**src/rtl/cla_multiword_sched_if.sv**
```systemverilog
// Request/response bundle for the multiword CLA scheduler.
// Two requester channels plus one shared response channel.
interface cla_multiword_sched_if #(
    parameter int WORDS = 4
);
    localparam int N = 32 * WORDS;

    logic         req0_valid;
    logic         req0_ready;
    logic [N-1:0] req0_a;
    logic [N-1:0] req0_b;
    logic         req0_sub;
    logic         req0_cin;

    logic         req1_valid;
    logic         req1_ready;
    logic [N-1:0] req1_a;
    logic [N-1:0] req1_b;
    logic         req1_sub;
    logic         req1_cin;

    logic         resp_valid;
    logic         resp_ready;
    logic         resp_id;
    logic [N-1:0] resp_sum;
    logic         resp_cout;
    logic         resp_ovf;
    logic         busy;

    modport master (
        output req0_valid, req0_a, req0_b, req0_sub, req0_cin,
        output req1_valid, req1_a, req1_b, req1_sub, req1_cin,
        output resp_ready,
        input  req0_ready, req1_ready,
        input  resp_valid, resp_id, resp_sum, resp_cout, resp_ovf, busy
    );

    modport slave (
        input  req0_valid, req0_a, req0_b, req0_sub, req0_cin,
        input  req1_valid, req1_a, req1_b, req1_sub, req1_cin,
        input  resp_ready,
        output req0_ready, req1_ready,
        output resp_valid, resp_id, resp_sum, resp_cout, resp_ovf, busy
    );
endinterface

```
**src/rtl/cla_multiword_sched.sv**
```systemverilog
// Serial WORDS*32-bit add/sub on one shared 32-bit CLA slice,
// round-robin between two requesters, carry chained through a register.
module CLA_32bit (
    input  logic [31:0] a,
    input  logic [31:0] b,
    input  logic        cin,
    output logic [31:0] sum,
    output logic        cout
);
    logic [31:0] g, p;
    logic [7:0]  gg, gp;
    logic        gc, cc;

    assign g = a & b;
    assign p = a ^ b;

    // 4-bit group generate/propagate, group carries skip across groups
    always_comb begin
        for (int k = 0; k < 8; k++) begin
            gg[k] = g[4*k+3]
                  | (p[4*k+3] & g[4*k+2])
                  | (p[4*k+3] & p[4*k+2] & g[4*k+1])
                  | (p[4*k+3] & p[4*k+2] & p[4*k+1] & g[4*k]);
            gp[k] = &p[4*k +: 4];
        end
    end

    always_comb begin
        sum = '0;
        gc  = cin;
        cc  = cin;
        for (int k = 0; k < 8; k++) begin
            cc = gc;
            for (int i = 0; i < 4; i++) begin
                sum[4*k+i] = p[4*k+i] ^ cc;
                cc = g[4*k+i] | (p[4*k+i] & cc);
            end
            gc = gg[k] | (gp[k] & gc);
        end
        cout = gc;
    end
endmodule

module cla_multiword_sched #(
    parameter int WORDS = 4,
    parameter int WIDTH = 32
) (
    input logic clk,
    input logic rst,
    cla_multiword_sched_if.slave bus
);
    localparam int N  = WIDTH * WORDS;
    localparam int IW = (WORDS > 1) ? $clog2(WORDS) : 1;
    localparam logic [IW-1:0] LAST = IW'(WORDS - 1);

    typedef enum logic [1:0] {IDLE, ADD, DONE} state_t;

    state_t         state_q, state_d;
    logic [N-1:0]   a_q, a_d, b_q, b_d, sum_q, sum_d;
    logic [IW-1:0]  idx_q, idx_d;
    logic           carry_q, carry_d;
    logic           id_q, id_d;
    logic           pref_q, pref_d;
    logic           valid_q, valid_d;
    logic           gnt0, gnt1, sel_sub;
    logic [WIDTH-1:0] cla_sum;
    logic           cla_cout;

    // pref_q names the requester that wins a tie
    assign gnt0 = !rst && state_q == IDLE && bus.req0_valid
                && (!bus.req1_valid || !pref_q);
    assign gnt1 = !rst && state_q == IDLE && bus.req1_valid
                && (!bus.req0_valid || pref_q);

    CLA_32bit u_cla (
        .a    (a_q[idx_q*WIDTH +: WIDTH]),
        .b    (b_q[idx_q*WIDTH +: WIDTH]),
        .cin  (carry_q),
        .sum  (cla_sum),
        .cout (cla_cout)
    );

    always_comb begin
        state_d = state_q;
        a_d     = a_q;
        b_d     = b_q;
        sum_d   = sum_q;
        idx_d   = idx_q;
        carry_d = carry_q;
        id_d    = id_q;
        pref_d  = pref_q;
        valid_d = valid_q;
        sel_sub = 1'b0;
        unique case (state_q)
            IDLE: begin
                if (gnt0 || gnt1) begin
                    sel_sub = gnt1 ? bus.req1_sub : bus.req0_sub;
                    a_d     = gnt1 ? bus.req1_a : bus.req0_a;
                    b_d     = (gnt1 ? bus.req1_b : bus.req0_b) ^ {N{sel_sub}};
                    carry_d = sel_sub | (gnt1 ? bus.req1_cin : bus.req0_cin);
                    id_d    = gnt1;
                    pref_d  = !gnt1;
                    idx_d   = '0;
                    state_d = ADD;
                end
            end
            ADD: begin
                sum_d[idx_q*WIDTH +: WIDTH] = cla_sum;
                carry_d = cla_cout;
                idx_d   = idx_q + 1'b1;
                if (idx_q == LAST) begin
                    idx_d   = '0;
                    valid_d = 1'b1;
                    state_d = DONE;
                end
            end
            DONE: begin
                if (bus.resp_ready) begin
                    valid_d = 1'b0;
                    state_d = IDLE;
                end
            end
            default: state_d = IDLE;
        endcase
    end

    always_ff @(posedge clk or posedge rst) begin
        if (rst) begin
            state_q <= IDLE;
            a_q     <= '0;
            b_q     <= '0;
            sum_q   <= '0;
            idx_q   <= '0;
            carry_q <= 1'b0;
            id_q    <= 1'b0;
            pref_q  <= 1'b0;
            valid_q <= 1'b0;
        end else begin
            state_q <= state_d;
            a_q     <= a_d;
            b_q     <= b_d;
            sum_q   <= sum_d;
            idx_q   <= idx_d;
            carry_q <= carry_d;
            id_q    <= id_d;
            pref_q  <= pref_d;
            valid_q <= valid_d;
        end
    end

    assign bus.req0_ready = gnt0;
    assign bus.req1_ready = gnt1;
    assign bus.resp_valid = valid_q;
    assign bus.resp_id    = id_q;
    assign bus.resp_sum   = sum_q;
    assign bus.resp_cout  = valid_q & carry_q;
    assign bus.resp_ovf   = valid_q & (a_q[N-1] == b_q[N-1])
                          & (sum_q[N-1] != a_q[N-1]);
    assign bus.busy       = state_q != IDLE;
endmodule
```
**src/flat_wrapper.sv**
```systemverilog
// flat-port wrapper written by rule: the top's interface ports become plain ports
module cla_multiword_sched_flat 
#(
    parameter int WORDS = 4,
    parameter int WIDTH = 32
)
  (clk, rst, bus_req0_valid, bus_req0_a, bus_req0_b, bus_req0_sub, bus_req0_cin, bus_req1_valid, bus_req1_a, bus_req1_b, bus_req1_sub, bus_req1_cin, bus_resp_ready, bus_req0_ready, bus_req1_ready, bus_resp_valid, bus_resp_id, bus_resp_sum, bus_resp_cout, bus_resp_ovf, bus_busy);
  cla_multiword_sched_if #(.WORDS(WORDS)) bus_i ();
  input logic clk;
  input logic rst;
  input wire logic [$bits(bus_i.req0_valid)-1:0] bus_req0_valid;
  input wire logic [$bits(bus_i.req0_a)-1:0] bus_req0_a;
  input wire logic [$bits(bus_i.req0_b)-1:0] bus_req0_b;
  input wire logic [$bits(bus_i.req0_sub)-1:0] bus_req0_sub;
  input wire logic [$bits(bus_i.req0_cin)-1:0] bus_req0_cin;
  input wire logic [$bits(bus_i.req1_valid)-1:0] bus_req1_valid;
  input wire logic [$bits(bus_i.req1_a)-1:0] bus_req1_a;
  input wire logic [$bits(bus_i.req1_b)-1:0] bus_req1_b;
  input wire logic [$bits(bus_i.req1_sub)-1:0] bus_req1_sub;
  input wire logic [$bits(bus_i.req1_cin)-1:0] bus_req1_cin;
  input wire logic [$bits(bus_i.resp_ready)-1:0] bus_resp_ready;
  output wire logic [$bits(bus_i.req0_ready)-1:0] bus_req0_ready;
  output wire logic [$bits(bus_i.req1_ready)-1:0] bus_req1_ready;
  output wire logic [$bits(bus_i.resp_valid)-1:0] bus_resp_valid;
  output wire logic [$bits(bus_i.resp_id)-1:0] bus_resp_id;
  output wire logic [$bits(bus_i.resp_sum)-1:0] bus_resp_sum;
  output wire logic [$bits(bus_i.resp_cout)-1:0] bus_resp_cout;
  output wire logic [$bits(bus_i.resp_ovf)-1:0] bus_resp_ovf;
  output wire logic [$bits(bus_i.busy)-1:0] bus_busy;
  assign bus_i.req0_valid = bus_req0_valid;
  assign bus_i.req0_a = bus_req0_a;
  assign bus_i.req0_b = bus_req0_b;
  assign bus_i.req0_sub = bus_req0_sub;
  assign bus_i.req0_cin = bus_req0_cin;
  assign bus_i.req1_valid = bus_req1_valid;
  assign bus_i.req1_a = bus_req1_a;
  assign bus_i.req1_b = bus_req1_b;
  assign bus_i.req1_sub = bus_req1_sub;
  assign bus_i.req1_cin = bus_req1_cin;
  assign bus_i.resp_ready = bus_resp_ready;
  assign bus_req0_ready = bus_i.req0_ready;
  assign bus_req1_ready = bus_i.req1_ready;
  assign bus_resp_valid = bus_i.resp_valid;
  assign bus_resp_id = bus_i.resp_id;
  assign bus_resp_sum = bus_i.resp_sum;
  assign bus_resp_cout = bus_i.resp_cout;
  assign bus_resp_ovf = bus_i.resp_ovf;
  assign bus_busy = bus_i.busy;
  cla_multiword_sched #(.WORDS(WORDS), .WIDTH(WIDTH)) u_core (.clk(clk), .rst(rst), .bus(bus_i));
endmodule
```
**config.mk**
```make
export PLATFORM = sky130hd
export DESIGN_NAME = cla_multiword_sched_flat
export DESIGN_NICKNAME = d
export VERILOG_FILES = /design/src/rtl/cla_multiword_sched_if.sv /design/src/rtl/cla_multiword_sched.sv /design/src/flat_wrapper.sv
export SDC_FILE = /design/constraint.sdc
export NUM_CORES = 1
export LEC_CHECK = 0
export BUFFER_PORTS_ARGS = -buffer_cell sky130_fd_sc_hd__buf_4
export CELL_PAD_IN_SITES_DETAIL_PLACEMENT = 1
export CELL_PAD_IN_SITES_GLOBAL_PLACEMENT = 1
export CORE_AREA = 2 2 259 261
export CTS_CLUSTER_SIZE = 30
export DETAILED_ROUTE_END_ITERATION = 6
export DIE_AREA = 0 0 261 263
export PLACE_DENSITY_LB_ADDON = 0.1
export SYNTH_ARGS = -nofsm -noshare
export SYNTH_HDL_FRONTEND = slang
export SYNTH_SLANG_ARGS = --single-unit
```
**constraint.sdc**
```tcl
create_clock -name clk -period 12.6 [get_ports clk]
set_input_delay 0.63 -clock clk [delete_from_list [all_inputs] [get_ports clk]]
set_output_delay 0.63 -clock clk [all_outputs]
set_load 0.005 [all_outputs]
```
; Word level (Yosys, flattened, before mapping)
; Index checks and enable logic that the tools add are counted.
; Widths: inputs -> output; s select.
[totals]
out_inout_bits = 135
word_cells = 236
in_bits = 521
reg_bits = 392
[op_classes]
shifts = 4
n_reduce_logical = 29
n_bitwise = 167
addsub = 2
n_mux = 17
eq_ne = 8
[ops]
columns = operator, n
row1 = $mux 128, 2
row2 = $shiftx 128x8->32, 2
row3 = $bwmux 128, 1
row4 = $shift 32x34->128 const A, 1
row5 = $shiftx 32x34->128, 1
row6 = $xor 128x128->128, 1
row7 = $and 1x1->1, 75
row8 = $or 1x1->1, 57
row9 = $neg 7->34, 1
row10 = $and 32x32->32, 1
row11 = $reduce_and 4->1, 8
row12 = $xor 1x1->1, 32
row13 = $xor 32x32->32, 1
row14 = $mux 2, 5
row15 = $pmux 2 s3, 1
row16 = $reduce_and 3->1, 2
row17 = $reduce_bool 2->1, 3
row18 = $logic_and 1x1->1, 5
row19 = $logic_not 1->1, 5
row20 = $mux 1, 5
row21 = $eq 2x2->1 const B, 2
row22 = $ne 2x2->1 const B, 2
row23 = $pmux 1 s2, 2
row24 = $pmux 2 s2, 1
row25 = 8 further kinds, 11

; Longest topological paths before layout
; Gate-level depths: netlist of run 1.
[depth]
depth_word = 28
depth_mapped = 17
mapped_depth_nobuf = 14

; Hierarchy
; A second synthesis of run 1 with hierarchy kept.
[hier_totals]
hier_cells = 2121
area_unflattened_um2 = 23179.7
[by_module_without_submodules]
columns = module, n_inst, seq_area_each_um2, cells_per_inst, area_each_um2
row1 = cla_multiword_sched, 1, 9809.4, 1990, 21807.2
row2 = CLA_32bit, 1, 0.0, 131, 1372.6

; Worst setup path before layout of run 1
; No wires, ideal clock.
[synth_timing]
kind = flip-flop to flip-flop
from = register u_core.idx_q[0]
to = register u_core.sum_q[55], in the netlist u_core.bus.resp_sum[55]
path_buffers = 3
setup_time_ps = 132
t_required_ps = 12468
path_stages_with_launch = 17
path_slack_ps = 7937
t_arrival_ps = 4532
synth_period_minus_slack_ps = 4663
cell_sequence = dfrtp_1 > buf_2 > buf_2 > buf_2 > mux4_2 > ha_1 > nand2_1 > o21ai_0 > nand2_1 > and3b_1 > o21ba_2 > o21ba_2 > fa_1 > fa_1 > fa_1 > xor2_1 > o21ai_0
[synth_between]
elab_chain_cells = 28
word_cells_on_any_way = 165
classes_between = add/sub (1) / shift (4) / mux (1) / bitwise (152) / reduce/logical (7)
[synth_lines]
columns = element, line
row1 = start: declaration, cla_multiword_sched.sv:60  ; logic [IW-1:0] idx_q, idx_d;
row2 = start signal: assignment, cla_multiword_sched.sv:143  ; idx_q <= idx_d;
row3 = $shiftx 128x8->32 (on tied branches), "cla_multiword_sched.sv:76, cla_multiword_sched.sv:77"
row4 = $xor 32x32->32 or $and 32x32->32 (tied branches), "cla_multiword_sched.sv:15, cla_multiword_sched.sv:14"
row5 = $and 1x1->1 (on tied branches), "cla_multiword_sched.sv:21, cla_multiword_sched.sv:22, cla_multiword_sched.sv:23"
row6 = "$or 1x1->1, or another cell as far along", cla_multiword_sched.sv:21  ; | (p[4*k+3] & g[4*k+2])
row7 = $or 1x1->1 or $and 1x1->1 (tied branches), "cla_multiword_sched.sv:22, cla_multiword_sched.sv:23"
row8 = $or 1x1->1, cla_multiword_sched.sv:23  ; | (p[4*k+3] & p[4*k+2] & p[4*k+1] & g[4*k]);
row9 = $or 1x1->1, cla_multiword_sched.sv:38  ; gc = gg[k] | (gp[k] & gc);
row10 = $and 1x1->1, cla_multiword_sched.sv:38
row11 = (+12 left out), --
row12 = $or 1x1->1, cla_multiword_sched.sv:36  ; cc = g[4*k+i] | (p[4*k+i] & cc);
row13 = $and 1x1->1, cla_multiword_sched.sv:36
row14 = $or 1x1->1, cla_multiword_sched.sv:36
row15 = $and 1x1->1, cla_multiword_sched.sv:36
row16 = $or 1x1->1, cla_multiword_sched.sv:36
row17 = $xor 1x1->1, cla_multiword_sched.sv:35  ; sum[4*k+i] = p[4*k+i] ^ cc;
row18 = $shiftx 32x34->128, cla_multiword_sched.sv:108  ; sum_d[idx_q*WIDTH +: WIDTH] = cla_sum;
row19 = $bwmux 128 *, cla_multiword_sched.sv:108
row20 = end signal: assignment, cla_multiword_sched.sv:142  ; sum_q <= sum_d;
row21 = end: declaration, cla_multiword_sched.sv:59  ; logic [N-1:0] a_q, a_d, b_q, b_d, sum_q, sum_d;
; Mark *: on every way between the ends. The rest lies on a longest branch, timed or not.
; A chain may end at the register's enable or synchronous reset.

; Final worst setup path of run 1
[layout_timing]
from = register u_core.idx_q[0]
to = register u_core.sum_q[23], in the netlist u_core.bus.resp_sum[23]
; Same word-level chain as after synthesis.

==> summary.txt, run 1 <==
Critical path
  • Worst path slowest cell: dfrtp_4
  • Top cell by count, worst path: fa_1
  • Worst path cell trace: buf_4 > mux4_2 > ha_1 > a21oi_1 > nor2_1 > o311ai_0 > and3b_1 > o21ba_2 > o21ba_2 > fa_1 > fa_1 > fa_1 > xor2_1 > o21ai_0
  • Reg2Reg Depth: 14
  • Worst EP arrival: just over 6 ns
  • Startpoint class of the critical path: flop
  • Crit path required time: between 10 and 15 ns
  • CP Capture Type: flop
  • Register-to-register setup slack: 6.86 ns
  • Crit path max fanout: 39
  • Biggest cell delay along the critical path: just over 0.9 ns
  • Setup Crit Path Kind: flop to flop

Yosys
  • Mapped Nets: around 2700
  • FF+latch count, synth: 392
  • Library cells used by synthesis: roughly 50
  • Synth Cell Area: between 20000 and 25000 um^2
  • Synthesized instance count: approximately 2100
  • Syn. warnings: 0
  • Most used DFF post-synth: dfrtp_1
  • Fraction of registers with async set/reset: 1.000
  • Post-synthesis sequential area ratio: 0.4610
  • Synth Area per Inst: 10.01 um^2
  • Post-synth EDFFs: 0

Floorplan
  • Row cnt: 94
  • IO Count: 656
  • Chip height: about 260 um
  • Die area: just under 70000 um^2
  • Initial Utilization: 0.3243
  • Die W: 261 um
  • Core area: roughly 66000 um^2

STA
  • Slew of the pin with the lowest slew margin: ~1.1 ns
  • Min Tclk post-route: around 5.7 ns
  • Worst slew margin relative to its limit: 0.2663
  • Fmax: approximately 170 MHz
  • Fin Setup TNS: 0 ns
  • Ratio of final minimum period to clock period: 0.4554
  • Max-slew violations: 0
  • Clock skew: approximately 0.029 ns
  • Fin. Hold Viols: 0
  • RSZ-0062 raised after global routing: no
  • Final setup viols: 0

Place
  • Dpl hpwl: about 68000 um
  • I/O Buffers: about 660
  • GP Congestion: a little under 0.9

GRT
  • Largest net degree at the start of global routing: approximately 110
  • GRT met1 Usage: 0.3290
  • Antenna violations before repair: 12
  • Vias in the first global route: 19780
  • Gr usage total: 0.2552
  • Global routing's busiest layer: met2
  • Met2 GRT Util: 0.4314
  • Global-route wire length before repair: roughly 130000 um
  • Remaining Overflow, GRT: 0
  • M3 GR Usage: 0.04939

Power and ir drop
  • Lkg Pwr: 12.78 nW
  • PwrDens: 270.1 nW/um^2
  • VDD IR max: between 0.1 and 0.15 mV

Worst hold path
  • Worst min path class: input port to asynchronous set/reset pin

Clock network
  • CTS sink cnt: 392
  • Clk slew on worst S/H paths: approximately 0.06 ns
  • Post-CTS Resized: 0
  • Clock buffer count from CTS: 47
  • CTS Hold Bufs: 0
  • Worst-Skew Late Latency: about 0.6 ns
  • CTS H-tree lvls: 2
  • Clk Tree Root Cell: clkbuf_16
  • Post-CTS Setup Inserts: 0
  • CTS tree: built
  • Clock tree buffer depth: 3

Detailed routing
  • Antenna Nets Post-Route: 0
  • DR iter-0 viols: roughly 1200
  • Routed WL per cell: between 20 and 25 um
  • Final WL: approximately 90000 um
  • Vias per cell: roughly 5
  • Vias: 18440
  • First-pass detailed-route iteration total: 5
  • Drc violations: 0

Layout
  • Final core occ: 0.4311
  • # fillers: approximately 7500
  • Nets: roughly 3300
  • Fraction of layout cells with a size suffix above 1: 0.3103
  • Layout overhead on the synthesized area: 32.94%

Flow run
  • Max-cap viol count: 0

Run status
  • Status: finished, final reports clean
-- kinds of logic (layout without fill, tap and decap cells) --
group	after synthesis	in the layout	share of synthesized area
buffers and inverters	219	811	0.04568
xor gates and xnor gates	264	264	0.1087
adders and majority gates	62	62	0.04492
and+or+nand+nor	567	567	0.1050
muxes	65	65	0.06820
other	0	9	0
AOI/OAI and AO/OA	556	556	0.1666
DFF	392	392	0.4610
-- power by group --
part	leakage [nW]	switching, mW	internal [mW]
clock	0.772	0.561	0.811
combinational	7.06	2.37	1.59
sequential	4.95	0.489	1.82
-- metrics by stage --
stage / instances / power [mW] / area [um^2] / hold slack (ns) / setup slack, ns
floorplan: 2125 / 4.452 / 21280 / 0.4406 / 1.072
global placement: 3499 / 6.163 / 26720 / 0.4579 / 6.839
detailed placement: 3499 / 6.299 / 26720 / 0.4617 / 6.730
CTS: 3581 / 7.700 / 28270 / 0.2021 / 6.717
global route: 3588 / 8.171 / 28290 / 0.2168 / 6.426
finish: 3590 / 7.640 / 28290 / 0.1692 / 6.862
-- final timing paths --
check	start	to
max in group asynchronous	rst	u_core.b_q[46]$_DFFE_PP0P_
max reg2reg	u_core.idx_q[0]$_DFFE_PP0P_	u_core.bus.resp_sum[23]$_DFFE_PP0P_
min	rst	u_core.a_q[76]$_DFFE_PP0P_
min reg2reg	u_core.a_q[58]$_DFFE_PP0P_	u_core.a_q[58]$_DFFE_PP0P_
min in group clk	bus_req1_a[104]	u_core.a_q[104]$_DFFE_PP0P_
max	u_core.idx_q[0]$_DFFE_PP0P_	u_core.bus.resp_sum[23]$_DFFE_PP0P_
-- sequential cells by signal, summed over array words and instances, names as in the netlist --
register,flops
u_core.b_q,128
u_core.state_q,2
u_core.carry_q,1
u_core.bus.resp_valid,1
u_core.bus.resp_id,1
u_core.idx_q,2
u_core.bus.resp_sum,128
u_core.pref_q,1
u_core.a_q,128
-- cell usage after synthesis, types with 5 or more instances --
master | number | area (um^2)
o21ai_1 | 10 | 50.05
buf_2 | 93 | 465.5
nor2_1 | 9 | 33.78
inv_1 | 51 | 191.4
nand2b_1 | 5 | 31.28
o211ai_1 | 130 | 975.9
fa_1 | 24 | 480.5
ha_1 | 38 | 475.5
clkbuf_1 | 64 | 240.2
nand3_1 | 6 | 30.03
xnor2_1 | 258 | 2260
mux4_2 | 64 | 1441
a21oi_1 | 20 | 100.1
a22o_1 | 12 | 105.1
nor2b_1 | 5 | 31.28
nand2_1 | 518 | 1944
a22oi_1 | 128 | 960.9
o21ai_2 | 10 | 87.58
dfrtp_1 | 392 | 9809
buf_1 | 5 | 18.77
o21ai_0 | 237 | 1186
xor2_1 | 6 | 52.55
-- metal layers --
| metal | share of wire | wire, um | vias up |
|---|---|---|---|
| met5 | 0.00060 | 54 | - |
| met4 | 0.028 | 2486 | 8 |
| met3 | 0.054 | 4786 | 103 |
| met2 | 0.50 | 44330 | 493 |
| met1 | 0.42 | 37600 | 9356 |
| li1 | - | - | 8482 |
-- cell type report --
| cell class | instances | area [um^2] | share of cell area |
|---|---|---|---|
| Clock inverter | 12 | 106.4 | 0.003759 |
| Clock buffer | 70 | 1445 | 0.05108 |
| Tap cell | 864 | 1081 | 0.03821 |
| Antenna cell | 9 | 22.52 | 0.0007961 |
| Inverter | 52 | 205.2 | 0.007253 |
| Multi-Input combinational cell | 1514 | 10520 | 0.3720 |
| Sequential cell | 392 | 9817 | 0.3470 |
| Timing Repair Buffer | 677 | 5090 | 0.1799 |
-- cells in the final DEF (no fill, tap or decap), drive strengths merged, types with 9 or more instances in the layout --
master | synthesis | layout
o211ai | 130 | 130
diode | 0 | 9
o21ai | 257 | 257
a22oi | 128 | 128
nand2 | 521 | 521
buf | 103 | 677
ha | 38 | 38
clkinv | 0 | 9
dfrtp | 392 | 392
nor2 | 10 | 10
a22o | 12 | 12
fa | 24 | 24
clkbuf | 64 | 70
mux4 | 64 | 64
inv | 52 | 53
a21oi | 20 | 20
xnor2 | 258 | 258
-- worst max-delay path, delay by kind of cell, from the launching register on --
family,cells,cell delay [ns]
adder cells (fa/ha/maj),4,1.71
flip-flops,1,0.93
AO/OA/AOI/OAI,5,0.84
buffers and inverters,1,0.69
multiplexers,1,0.64
AND/OR/NAND/NOR,2,0.46
XOR/XNOR,1,0.29
Note: power is estimated with default switching activity, not from simulation.
==> run 2, diff against run 1 <==
- ABC_AREA: unset -> 1
- CORE_AREA: 2 2 259 261 -> 2 2 256 258
- DIE_AREA: 0 0 261 263 -> 0 0 258 260
- clock period: 12.6 -> 5.5 ns (I/O delays scaled with it)
==> run 2 against run 1 <==
Net effect: non-clock buffer count up 258; fmax up 16%; clock skew up 0.0040 ns; critical path depth up 9; largest power group unchanged; die area down 2.3%; clock power up 140%; largest cell class unchanged; final area up 9.8%; synthesized area up 0.91%.
==> summary.txt, run 2 <==
Worst hold path
  • Worst Hold Path EP: u_core.a_q[64]$_DFFE_PP0P_
  • Worst min path class: input port to flop
  • Worst Hold Depth: 3
  • HP Start: bus_req0_a[64]

Critical path
  • Critical R2R Launch: u_core.idx_q[0]$_DFFE_PP0P_
  • Reg2Reg Depth: 23
  • R2r endpoint: u_core.bus.resp_sum[119]$_DFFE_PP0P_
  • Startpoint class of the critical path: flop
  • Worst EP arrival: between 5 and 6 ns
  • Setup Crit Path Kind: flop to flop
  • Crit path max fanout: between 50 and 60
  • CP Capture Type: flop
  • Register-to-register setup slack: between 0.5 and 0.6 ns
  • Crit path required time: 5.90 ns

STA
  • Fin. Hold Viols: 0
  • Fin Setup TNS: 0 ns
  • Final worst setup slack: between 0.5 and 0.6 ns
  • Clock skew: between 0.03 and 0.04 ns
  • Min Tclk post-route: approximately 5.0 ns
  • Slew of the pin with the lowest slew margin: between 1 and 1.5 ns
  • Final setup viols: 0
  • Ratio of final minimum period to clock period: 0.9013
  • Max-slew violations: 0
  • RSZ-0062 raised after global routing: no
  • Fmax: 201.7 MHz
  • Worst slew margin relative to its limit: 0.1741

Yosys
  • Leading area contributor after synthesis: dfrtp_1
  • Synthesized instance count: 2530
  • Synth area leaders: dfrtp_1 (46%), nand2_1 (12%), o21ai_0 (6.8%)
  • FF+latch count, synth: 392
  • Fraction of registers with async set/reset: 1.000
  • Post-synthesis sequential area ratio: 0.4568
  • Most used DFF post-synth: dfrtp_1
  • Library cells used by synthesis: 36
  • Top-count cell post-synth: nand2_1
  • Synth Area per Inst: between 8 and 9 um^2
  • Syn. warnings: 0
  • Mapped Nets: 3113
  • Post-synth EDFFs: 0
  • Synth cell count leaders: nand2_1 (672), dfrtp_1 (392), o21ai_0 (291)
  • Synth Cell Area: 21470 um^2
  • Synth top area share: 0.4568

Layout
  • # fillers: between 7000 and 8000
  • Fraction of layout cells with a size suffix above 1: 0.2299
  • Commonest non-fill, non-tap cell in the layout: buf_4
  • Layout overhead on the synthesized area: 44.70%
  • Most frequent cells in the layout: buf_4 (677), nand2_1 (672), dfrtp_1 (391)
  • Nets: 3909

Floorplan
  • Die area: between 60000 and 70000 um^2
  • Initial Utilization: 0.3349
  • Chip height: between 200 and 300 um
  • Core area: between 60000 and 70000 um^2
  • IO Count: 656
  • Row cnt: 93
  • Die W: 258 um

Place
  • Worst slack at placement: 0.6033 ns
  • GP Congestion: between 0.8 and 0.9
  • I/O Buffers: around 660
  • Dpl hpwl: 70860 um

GRT
  • Gr usage total: 0.2819
  • Vias in the first global route: roughly 23000
  • Remaining Overflow, GRT: 0
  • Global-route wire length before repair: around 140000 um
  • Antenna violations before repair: 2
  • Largest net degree at the start of global routing: roughly 290

Power and ir drop
  • Power, Total: 19.46 mW
  • Clock power frac: 0.172
  • Lkg Pwr: roughly 15 nW
  • Sw Ratio: 0.4667
  • Psw: ~9 mW
  • P_int: slightly above 10 mW
  • Combinational fraction of design power: 0.563
  • PwrDens: between 600 and 700 nW/um^2
  • VDD IR max: between 0.3 and 0.4 mV
  • Sequential Power Share: 0.265

Run status
  • Status: finished, final reports clean

Detailed routing
  • Vias: about 22000
  • Drc violations: 0
  • Antenna Nets Post-Route: 0
  • First-pass detailed-route iteration total: 5
  • Final WL: a little under 100000 um
  • Routed WL per cell: approximately 23 um
  • DR iter-0 viols: 1487
  • Vias per cell: 5.098

Clock network
  • Clock buffer count from CTS: 47
  • Clk slew on worst S/H paths: approximately 0.06 ns
  • Worst-Skew Late Latency: a little under 0.6 ns
  • Clk Tree Root Cell: clkbuf_16
  • CTS tree: built
  • Post-CTS Setup Inserts: 0
  • CTS H-tree lvls: 2
  • Clock tree buffer depth: 3
  • CTS sink cnt: 392

Flow run
  • Max-cap viol count: 0
[run 2: cell count changes in the layout (fill, tap and decap cells not counted), moves of 76 or more]
cell           previous run  this run
o211ai_1                130        27
inv_1                    50       126
nand2_1                 517       672
dlygate4sd3_1             0       253
mux2i_1                   1       128
nand3_1                   5       115
o21ai_1                  10       112
nor2_1                    9       109
xnor2_1                 258       130
a22oi_1                 128         0
[run 2: timing repair]
item,CTS,global route
endpoints found under the hold margin,158,0
resized for setup,0,0
hold buffers,253,0
[run 2: area by class of cell]
class | count | area (um^2) | area share
Antenna cell | 1 | 2.502 | 0.00008054
Multi-Input combinational cell | 1815 | 10300 | 0.3315
Inverter | 135 | 520.5 | 0.01675
Clock buffer | 66 | 1349 | 0.04341
Tap cell | 855 | 1070 | 0.03443
Timing Repair Buffer | 935 | 7715 | 0.2483
Clock inverter | 19 | 301.5 | 0.009705
Sequential cell | 392 | 9813 | 0.3158
[run 2: cells by family (layout without fill, tap and decap cells)]
| logic type | count (synthesis) | count (layout) | share of synthesized area |
|---|---|---|---|
| AND/OR/NAND/NOR | 905 | 905 | 0.1661 |
| adder cells (fa/ha/maj) | 62 | 62 | 0.04452 |
| multiplexers | 129 | 129 | 0.06031 |
| flip-flops | 392 | 392 | 0.4568 |
| XOR/XNOR | 136 | 136 | 0.05547 |
| other | 0 | 1 | 0 |
| buffers and inverters | 323 | 1155 | 0.06468 |
| AO/OA/AOI/OAI | 583 | 583 | 0.1521 |
[run 2: critical path: stages (launching register included)]
cell and delay [ns]:
dfrtp_4 0.50, inv_4 0.44, buf_4 0.35, nand2_1 0.09
a32oi_1 0.28, ha_1 0.20, nand3_1 0.11, nor2_1 0.10
nand2_1 0.06, nand2_1 0.09, nand2_1 0.06, nand2_1 0.09
nand2_1 0.06, nand2_1 0.11, nand2_1 0.06, nand2_1 0.11
inv_1 0.07, fa_1 0.45, fa_1 0.46, fa_1 0.44
xor2_1 0.31, nor2_1 0.08, nand2_1 0.10, o21ai_0 0.11
[run 2: routing by layer]
layer	GRT usage	wire [um]	vias up
li1	-	-	9999
met2	0.4698	45610	630
met1	0.3828	43270	10750
met5	0	0	-
met3	0.03967	4647	121
met4	0.07916	2660	0
[run 2: power groups by stage]
stage          sequential, mW  combinational [mW]  clock (mW)
2_1_floorplan            4.71                5.91           0
3_3_place_gp             5.18                9.74           0
3_5_place_dp             5.18                10.1           0
4_1_cts                  5.14                10.9        3.39
5_1_grt                  5.28                12.1        3.50
6_report                 5.17                11.0        3.34
[run 2: how the worst max path moves through the flow]
stage / from / endpoint / slack (ns) / cells past startpoint
floorplan: rst / u_core.a_q[0]$_DFFE_PP0P_ / -0.05 / 1
global placement: u_core.idx_q[0]$_DFFE_PP0P_ / u_core.bus.resp_sum[119]$_DFFE_PP0P_ / 0.75 / 23
detailed placement: u_core.idx_q[0]$_DFFE_PP0P_ / u_core.bus.resp_sum[119]$_DFFE_PP0P_ / 0.60 / 23
CTS: u_core.idx_q[0]$_DFFE_PP0P_ / u_core.bus.resp_sum[119]$_DFFE_PP0P_ / 0.54 / 23
global route: u_core.idx_q[0]$_DFFE_PP0P_ / u_core.bus.resp_sum[119]$_DFFE_PP0P_ / 0.1 / 23
finish: u_core.idx_q[0]$_DFFE_PP0P_ / u_core.bus.resp_sum[119]$_DFFE_PP0P_ / 0.54 / 23
[run 2: through the flow]
stage | cells | utilization | hold slack, ns | instance area, um^2
after global routing | 4218 | 0.4846 | 0.02091 | 31070
after floorplan | 2530 | - | 0.3696 | 21480
final | 4218 | 0.4846 | 0.02307 | 31070
after global placement | 3879 | 0.4193 | 0.4616 | 26890
after detailed placement | 3879 | 0.4193 | 0.4667 | 26890
after CTS | 4217 | 0.4846 | 0.01066 | 31070
